### src/rtl/dic_pkg.sv
// Shared types and ASCII constants for the parametrised digital-clock command controller.
package dic_pkg;

  typedef enum logic [1:0] {RUN, STOP, LOAD_T, LOAD_A} dic_state_e;

  typedef logic [3:0] bcd_t;

  localparam logic [7:0] ASC_L   = 8'h4C;
  localparam logic [7:0] ASC_A   = 8'h41;
  localparam logic [7:0] ASC_AT  = 8'h40;
  localparam logic [7:0] ASC_S   = 8'h53;
  localparam logic [7:0] ASC_N   = 8'h4E;
  localparam logic [7:0] ASC_CR  = 8'h0D;
  localparam logic [7:0] ASC_ESC = 8'h1B;
  localparam logic [7:0] ASC_0   = 8'h30;
  localparam logic [7:0] ASC_9   = 8'h39;

endpackage

### src/rtl/dic_key_decode.sv
// Combinational decode of one received ASCII character into command/digit flags.
module dic_key_decode
  import dic_pkg::*;
(
  input  logic [7:0] rx_data,
  output logic       det_num,
  output logic       det_num0to5,
  output logic       det_cr,
  output logic       det_esc,
  output logic       det_L,
  output logic       det_A,
  output logic       det_atSign,
  output logic       det_S,
  output logic       det_N,
  output bcd_t       digit
);

  assign det_num     = (rx_data >= ASC_0) && (rx_data <= ASC_9);
  assign det_num0to5 = det_num && (rx_data[3:0] <= 4'd5);
  assign det_cr      = (rx_data == ASC_CR);
  assign det_esc     = (rx_data == ASC_ESC);
  assign det_L       = (rx_data == ASC_L);
  assign det_A       = (rx_data == ASC_A);
  assign det_atSign  = (rx_data == ASC_AT);
  assign det_S       = (rx_data == ASC_S);
  assign det_N       = (rx_data == ASC_N);
  assign digit       = rx_data[3:0];

endmodule

### src/rtl/dic_ctrl_param.sv
// N-digit clock command controller: run/stop, time/alarm digit load, display select.
// Alarm commands ('A', '@') and the LOAD_A session exist only when DIC_ALARM_EN is defined.
module dic_ctrl_param
  import dic_pkg::*;
#(
  parameter int              NDIG      = 4,
  parameter logic [NDIG-1:0] TENS_MASK = 4'b1010
) (
  input  logic            clk,
  input  logic            rst,
  input  logic            rx_data_rdy,
  input  logic [7:0]      rx_data,
  output logic            dicRun,
  output logic            alarm_ena,
  output logic            ld_time,
  output logic            ld_alarm,
  output logic            dicSelectLEDdisp,
  output logic [NDIG-1:0] dicDsp,
  output logic [NDIG-1:0] dicLd,
  output logic [3:0]      ld_digit
);

  localparam int             IW   = (NDIG > 1) ? $clog2(NDIG) : 1;
  localparam logic [IW-1:0]  LAST = IW'(NDIG - 1);

  logic det_num, det_num0to5, det_cr, det_esc, det_L, det_A, det_atSign, det_S, det_N;
  bcd_t digit;

  dic_key_decode u_dec (
    .rx_data     (rx_data),
    .det_num     (det_num),
    .det_num0to5 (det_num0to5),
    .det_cr      (det_cr),
    .det_esc     (det_esc),
    .det_L       (det_L),
    .det_A       (det_A),
    .det_atSign  (det_atSign),
    .det_S       (det_S),
    .det_N       (det_N),
    .digit       (digit)
  );

  dic_state_e      state_q, state_d, prev_q, prev_d;
  logic [IW-1:0]   idx_q, idx_d;
  logic            sel_q, sel_d, run_q, run_d, ldt_q, ldt_d;
  logic [NDIG-1:0] dsp_q, dsp_d, ld_q, ld_d;
  bcd_t            dig_q, dig_d;
  logic            in_range, loading_d;
`ifdef DIC_ALARM_EN
  logic            alarm_q, alarm_d, lda_q, lda_d;
`else
  logic            unused_alarm;
  assign unused_alarm = det_A ^ det_atSign;
`endif

  assign in_range = TENS_MASK[idx_q] ? det_num0to5 : det_num;

  always_comb begin
    state_d = state_q;
    prev_d  = prev_q;
    idx_d   = idx_q;
    sel_d   = sel_q;
    ld_d    = '0;
    dig_d   = dig_q;
`ifdef DIC_ALARM_EN
    alarm_d = alarm_q;
`endif
    if (rx_data_rdy) begin
      if (det_N) sel_d = ~sel_q;
      case (state_q)
        RUN, STOP: begin
          if (det_S) state_d = (state_q == RUN) ? STOP : RUN;
          else if (det_L) begin
            state_d = LOAD_T;
            prev_d  = state_q;
            idx_d   = LAST;
          end
`ifdef DIC_ALARM_EN
          else if (det_A) begin
            state_d = LOAD_A;
            prev_d  = state_q;
            idx_d   = LAST;
          end
          else if (det_atSign) alarm_d = ~alarm_q;
`endif
        end
        default: begin
          // ESC restores the pre-load run/stop state; CR always resumes running
          if (det_esc) begin
            state_d = prev_q;
            idx_d   = LAST;
          end else if (det_cr) begin
            state_d = RUN;
            idx_d   = LAST;
          end else if (in_range) begin
            ld_d  = NDIG'(1) << idx_q;
            dig_d = digit;
            if (idx_q == '0) begin
              state_d = RUN;
              idx_d   = LAST;
            end else begin
              idx_d = idx_q - IW'(1);
            end
          end
        end
      endcase
    end
    loading_d = (state_d == LOAD_T) || (state_d == LOAD_A);
    run_d     = (state_d == RUN);
    ldt_d     = (state_d == LOAD_T);
    dsp_d     = loading_d ? (NDIG'(1) << idx_d) : '1;
`ifdef DIC_ALARM_EN
    lda_d     = (state_d == LOAD_A);
`endif
  end

  always_ff @(posedge clk) begin
    if (rst) begin
      state_q <= RUN;
      prev_q  <= RUN;
      idx_q   <= LAST;
      sel_q   <= 1'b0;
      run_q   <= 1'b1;
      ldt_q   <= 1'b0;
      dsp_q   <= '1;
      ld_q    <= '0;
      dig_q   <= '0;
    end else begin
      state_q <= state_d;
      prev_q  <= prev_d;
      idx_q   <= idx_d;
      sel_q   <= sel_d;
      run_q   <= run_d;
      ldt_q   <= ldt_d;
      dsp_q   <= dsp_d;
      ld_q    <= ld_d;
      dig_q   <= dig_d;
    end
  end

`ifdef DIC_ALARM_EN
  always_ff @(posedge clk) begin
    if (rst) begin
      alarm_q <= 1'b0;
      lda_q   <= 1'b0;
    end else begin
      alarm_q <= alarm_d;
      lda_q   <= lda_d;
    end
  end
  assign alarm_ena = alarm_q;
  assign ld_alarm  = lda_q;
`else
  assign alarm_ena = 1'b0;
  assign ld_alarm  = 1'b0;
`endif

  assign dicRun           = run_q;
  assign ld_time          = ldt_q;
  assign dicSelectLEDdisp = sel_q;
  assign dicDsp           = dsp_q;
  assign dicLd            = ld_q;
  assign ld_digit         = dig_q;

endmodule
### config.mk
export PLATFORM = sky130hd
export DESIGN_NAME = dic_ctrl_param
export DESIGN_NICKNAME = d
export VERILOG_FILES = /design/src/rtl/dic_pkg.sv /design/src/rtl/dic_key_decode.sv /design/src/rtl/dic_ctrl_param.sv
export SDC_FILE = /design/constraint.sdc
export NUM_CORES = 1
export LEC_CHECK = 0
export CAP_MARGIN = 20
export CORE_ASPECT_RATIO = 0.8
export CORE_MARGIN = 2
export CORE_UTILIZATION = 30
export DETAILED_ROUTE_END_ITERATION = 10
export GPL_TIMING_DRIVEN = 1
export PLACE_DENSITY_LB_ADDON = 0.08
export SYNTH_ARGS = -nofsm -noshare
export SYNTH_HDL_FRONTEND = slang
export SYNTH_SLANG_ARGS = --single-unit
### constraint.sdc
create_clock -name clk -period 2.4 [get_ports clk]
set_input_delay 0.48 -clock clk [delete_from_list [all_inputs] [get_ports clk]]
set_output_delay 0.48 -clock clk [all_outputs]
set_load 0.01 [all_outputs]
After elaboration in Yosys (flattened, before gate mapping). Index checks and enable logic that the tools add are counted.

Register bits after elaboration: 21. Input port bits: 11. Output and inout bits: 17. Logic and storage cells: 64.

$add $sub $neg: 1. Magnitude comparators: 4. Equality and inequality tests: 8. Shift-type cells: 2. Mux-type cells: 20. Bitwise gates (word level): 8. Reduce and logical (&&, ||, !) cells: 12.

Operator list (count): 2-bit two-way mux (16); 8-bit by 7-bit == test with 1-bit output, second input constant (3); 8-bit by 4-bit == test with 1-bit output, second input constant (1); 8-bit by 5-bit == test with 1-bit output, second input constant (1); 8-bit by 6-bit greater-or-equal comparator with 1-bit output, second input constant (1); 8-bit by 6-bit <= comparator with 1-bit output, second input constant (1); 1-bit inverter (8); 1-bit by 2-bit left shift with 4-bit output, first input constant (2); 7-bit OR reduction (1); 2-bit logical NOT (3); 5-bit AND reduction (1); 2-bit == test, second input constant (2); 4-bit by 3-bit <= comparator with 1-bit output, second input constant (1); 4-bit AND reduction (1); 2-bit OR reduction (2); 2-bit by 3-bit < comparator with 1-bit output, second input constant (1); 1-bit two-way mux (3); 1-bit binary-select mux with 2-bit select (1); 2-bit by 1-bit == test with 1-bit output, second input constant (1); 1-bit logical AND (2); 2-bit AND reduction (1); 2-bit by 1-bit subtractor with 2-bit output, second input constant (1); 1-bit logical OR (1).

Longest topological paths before layout.
Depth after elaboration: 13. Mapped depth: 7. Mapped depth without buffers: 6.

By module. A second synthesis with hierarchy kept.

Cells, all modules: 107. Area total of the unflattened synthesis: 1057.3 um^2.

Modules (own cells, without submodules): dic_ctrl_param (instances 1, cells an instance 84, area each 890.9 um^2, seq. area each 420.4 um^2); dic_key_decode (instances 1, cells an instance 23, area each 166.4 um^2, seq. area each 0.0 um^2).

Worst setup path before layout. OpenSTA, ideal clock, no wires.

Kind: input to register. Start point: input rx_data[1]. End point: register dsp_q[0], in the netlist dicDsp[0]. Library setup time: 0.142 ns. Arrival: 1.695 ns. Data required time: 2.258 ns. Path slack: 0.563 ns. Stages on the path: 6. Path buffers: 1. Cell sequence: buf_6 or3b_1 a211o_1 a41oi_2 o21a_1 o21ai_0.

Word-level cells in the longest chain between the ends: 13. Elaborated cells between the ends (all ways): 30. Classes of those cells: order compare (3); eq/ne (6); shift (1); mux (15); bitwise (1); reduce/logical (4).

RTL lines: from (decl) (line dic_ctrl_param.sv:12) `input logic [7:0] rx_data,`; 8-bit by 6-bit greater-or-equal comparator with 1-bit output or 8-bit by 6-bit <= comparator with 1-bit output (tied branches) (line dic_key_decode.sv:18) `assign det_num = (rx_data >= ASC_0) && (rx_data <= ASC_9);`; 1-bit logical AND (line dic_key_decode.sv:18); 1-bit logical AND (line dic_key_decode.sv:19) `assign det_num0to5 = det_num && (rx_data[3:0] <= 4'd5);`; 1-bit two-way mux (line dic_ctrl_param.sv:56) `assign in_range = TENS_MASK[idx_q] ? det_num0to5 : det_num;`; 2-bit two-way mux (line dic_ctrl_param.sv:95) `end else if (in_range) begin`; 2-bit two-way mux (line dic_ctrl_param.sv:92) `end else if (det_cr) begin`; 2-bit two-way mux (line dic_ctrl_param.sv:89) `if (det_esc) begin`; 2-bit two-way mux (line dic_ctrl_param.sv:70) `case (state_q)`; 2-bit two-way mux (line dic_ctrl_param.sv:68) `if (rx_data_rdy) begin`; 2-bit == test (line dic_ctrl_param.sv:108) `loading_d = (state_d == LOAD_T) || (state_d == LOAD_A);`; 1-bit logical OR (line dic_ctrl_param.sv:108); 1-bit inverter (no source line); 2-bit OR reduction (no source line); to (signal assigned) (line dic_ctrl_param.sv:135) `dsp_q <= dsp_d;`; to (decl) (line dic_ctrl_param.sv:46) `logic [NDIG-1:0] dsp_q, dsp_d, ld_q, ld_d;`.

Several ways; a longest one is shown, not always the timed one. A chain may end at the register's enable or synchronous reset.

Final worst setup path.
Start point: input rx_data[1]. End point: register ldt_q, in the netlist ld_time.

Word-level cells in the longest chain between the ends: 10. Elaborated cells between the ends (all ways): 18. Classes of those cells: order compare (3); eq/ne (5); mux (8); reduce/logical (2).

RTL lines: 8-bit by 6-bit greater-or-equal comparator with 1-bit output or 8-bit by 6-bit <= comparator with 1-bit output (tied branches) (line dic_key_decode.sv:18); 1-bit logical AND (line dic_key_decode.sv:18); 1-bit logical AND (line dic_key_decode.sv:19); 1-bit two-way mux (line dic_ctrl_param.sv:56); 2-bit two-way mux (line dic_ctrl_param.sv:95); 2-bit two-way mux (line dic_ctrl_param.sv:92); 2-bit two-way mux (line dic_ctrl_param.sv:89); 2-bit two-way mux * (line dic_ctrl_param.sv:70); 2-bit two-way mux * (line dic_ctrl_param.sv:68); 2-bit == test * (line dic_ctrl_param.sv:110) `ldt_d = (state_d == LOAD_T);`; to (signal assigned) (line dic_ctrl_param.sv:134) `ldt_q <= ldt_d;`; to (decl) (line dic_ctrl_param.sv:45) `logic sel_q, sel_d, run_q, run_d, ldt_q, ldt_d;`.

Mark *: on every way between the ends. The rest lies on a longest branch, timed or not.

==> run_results.csv <==
group,metric,value,unit
drt,wl_met3,136,microns
clocking,cts_resized,0,
placement,portBuffers,25,
global_route,grt_pass1_vias,774,
global_route,grt_max_degree,13,
power,p_total,0.6325,mW
setup_path,cp.arrival,2.28,ns
drt,avgRoutedWirePerCell,12.75,microns
final_layout,syn_to_final_growth,37.58,%
drt,first_pass_iters,4,
clocking,root_buffer,"clkbuf_8",
synthesis,synth_commonest_cells,"dfxtp_1 (21), nor2_1 (11), nand2_1 (6), inv_1 (5)",
synthesis,ys_top_cells_by_area,"dfxtp_1 (43%), nor2_1 (4.2%), mux2i_1 (3.1%)",
clocking,cts.path.max_buffers,2,
floorplan,core.rowCount,18,
power,ir_drop,0.0002323,V
setup_path,startpoint_type,"primary input",
job,cap_violations,0,
synthesis,synth_top_family_by_area,"simple AND/OR/NAND/NOR gates",
setup_path,endpoint_kind,"flop",
synthesis,synth-edff-count,0,
drt,viasPerCell,5.006,
synthesis,async_reset_ff_share,0,%
hold_path,hold_end,"prev_q[1]",
global_route,antenna_found_initial,0,
synthesis,synth.mux.area_fraction,3.057,%
synthesis,syn_area_per_cell,9.266,sq um
timing,fmax,0.4708,GHz
final_layout,nets,151,
synthesis,yosys.area.top_type,"dfxtp_1",
hold_path,min_from,"prev_q[1]",
hold_path,hold_class,"reg2reg",
clocking,cts_hold_buf,0,
setup_path,ff2ff_path_depth,6,
synthesis,synth-main-ff-cell,"dfxtp_1",
clocking,numCtsBuffers,3,
timing,finalSetupViolations,0,
drt,top_layer,"met4",
clocking,htreeDepth,1,
clocking,clkLatencyLatePin,0.26,ns
placement,place.gp.congestion,0.8598,
drt,final_antenna_net_count,0,
clocking,cts_tree,"done",
synthesis,netlist_area,982.2,sq um
synthesis,synthSimpleGateAreaFrac,25.35,%
synthesis,yosys.area.top_type_share,42.80,%
timing,post-route-period-util,88.51,%
synthesis,yosysSeqAreaShare,42.80,%
timing,min_period,2.124,ns
placement,dp_hpwl,1731,microns
timing,maxSlewViolCount,0,
floorplan,fp.dieH,55.18,microns
setup_path,r2r-end,"dicDsp[0]",
clocking,clock-sinks,21,
clocking,clkTransAtPathRegs,0.08,ns
power,p_per_area,468.1,nW/um^2
setup_path,reg2reg_setup_slack,0.55,ns
global_route,grtUsageTotal,13.24,%
floorplan,die_w,67.97,microns
drt,wl_met2,977,microns
final_layout,fill_cells,319,
floorplan,ios,28,
floorplan,start_util,31.60,%
timing,setup_ws,0.2759,ns
setup_path,critPathKind,"in2reg",
timing,hold_viol_final,0,
floorplan,die_area,3751,sq um
synthesis,synth_compound_area_share,20.89,%
synthesis,synth.most_common_cell,"dfxtp_1",
floorplan,fp.coreArea,3108,sq um
drt,drt-initial-drc-count,55,
drt,met1Wirelength,1138,microns
synthesis,ys_ff_latch,21,
synthesis,synth_cells,106,
clocking,cts_setup_buffers,0,
setup_path,r2r-start,"idx_q[0]",
placement,preCtsSetupSlack,-0.009740,ns
synthesis,synth_xor_xnor_area_share,0.8917,%
final_layout,num_antenna_cells,0,
synthesis,synthAdderAreaFrac,1.274,%
status,run_status,"finished clean",
synthesis,ys_types,41,
setup_path,path_max_fanout,7,
global_route,gr-total-overflow,0,
final_layout,drive_gt1_share,11.59,%
hold_path,whs_path_depth,1,
power,p_leak,0.5105,nW
setup_path,required,2.56,ns
drt,vias,891,
timing,rsz0062_at_grt,"false",
timing,clock_skew,0.002280,ns
synthesis,yosysWarnings,0,
drt,wl,2270,microns
global_route,grt_pass1_wl,3615,microns
drt,drc,0,
-- final cells by class --
cell class | instances | area [sq um] | share of cell area (%)
Inverter | 5 | 18.77 | 1.389
Tap cell | 40 | 50.05 | 3.704
Clock inverter | 1 | 5.005 | 0.3704
Multi-Input combinational cell | 76 | 513.0 | 37.96
Timing Repair Buffer | 32 | 302.8 | 22.41
Clock buffer | 3 | 41.29 | 3.056
Sequential cell | 21 | 420.4 | 31.11
-- layer usage --
metal  vias to the layer above  global-route usage [%]
met4                         0                   6.000
met1                       402                   17.96
met2                        30                   19.58
met5                         -                       0
met3                         2                   3.644
li1                        457                       -
-- cells in the final DEF (no fill, tap or decap), types with 2 or more instances in the layout --
| cell type | instances |
|---|---|
| and4bb_2 | 2 |
| nand3_1 | 3 |
| buf_4 | 7 |
| o2111ai_1 | 2 |
| nand2_1 | 6 |
| nand2b_1 | 3 |
| clkbuf_8 | 3 |
| conb_1 | 2 |
| and2_1 | 2 |
| nor2_1 | 11 |
| a21oi_1 | 4 |
| o21ai_0 | 4 |
| nor4b_1 | 2 |
| nand3b_1 | 2 |
| o21ai_1 | 3 |
| a311oi_2 | 2 |
| dfxtp_1 | 21 |
| clkdlybuf4s50_1 | 25 |
| nor4_1 | 4 |
| mux2i_1 | 3 |
| inv_1 | 5 |
| o22ai_1 | 2 |
-- sequential cells by signal, indices dropped and copies added (netlist names) --
name,flops
ld_digit,4
state_q,2
ld_time,1
dicSelectLEDdisp,1
dicRun,1
dicDsp,4
prev_q,2
idx_q,2
dicLd,4
-- worst max-delay path by stage --
stage / startpoint / to / slack, ns / cells after the start
2_1_floorplan: rx_data[1] / dicDsp[0] / 0.56 / 6
3_3_place_gp: rx_data[3] / dicDsp[1] / 0.02 / 6
3_5_place_dp: rx_data[1] / dicDsp[1] / -0.01 / 6
4_1_cts: rx_data[1] / dicDsp[0] / 0.27 / 6
5_1_grt: rx_data[3] / dicDsp[0] / 0.11 / 6
6_report: rx_data[1] / ld_time / 0.28 / 6
-- power by group --
part	internal [mW]	switching (mW)
Sequential	0.348	0.000232
Combinational	0.0275	0.0268
Clock	0.116	0.114
-- critical path, stage by stage --
cell and delay (ns):
clkdlybuf4s50_1 0.52, or3b_1 0.42, a211o_1 0.37, nand2_1 0.14, a311oi_2 0.17, nor2b_1 0.17
-- cell families after synthesis --
kind of cell,Yosys count
AO/OA/AOI/OAI,27
multiplexers,3
AND/OR/NAND/NOR,42
buffers and inverters,10
other,1
flip-flops,21
adder cells (fa/ha/maj),1
XOR/XNOR,1
-- stage by stage --
step | cells | hold WS, ns | setup TNS (ns) | instance area [sq um] | utilization (%)
after floorplan | 107 | 0.4518 | 0 | 985.9 | -
after global placement | 174 | 0.4676 | 0 | 1305 | 41.99
after detailed placement | 174 | 0.4759 | -0.01303 | 1305 | 41.99
after CTS | 178 | 0.4863 | 0 | 1351 | 43.48
after global routing | 178 | 0.5027 | 0 | 1351 | 43.48
final | 178 | 0.4852 | 0 | 1351 | 43.48
(Power assumes the default switching activity.)
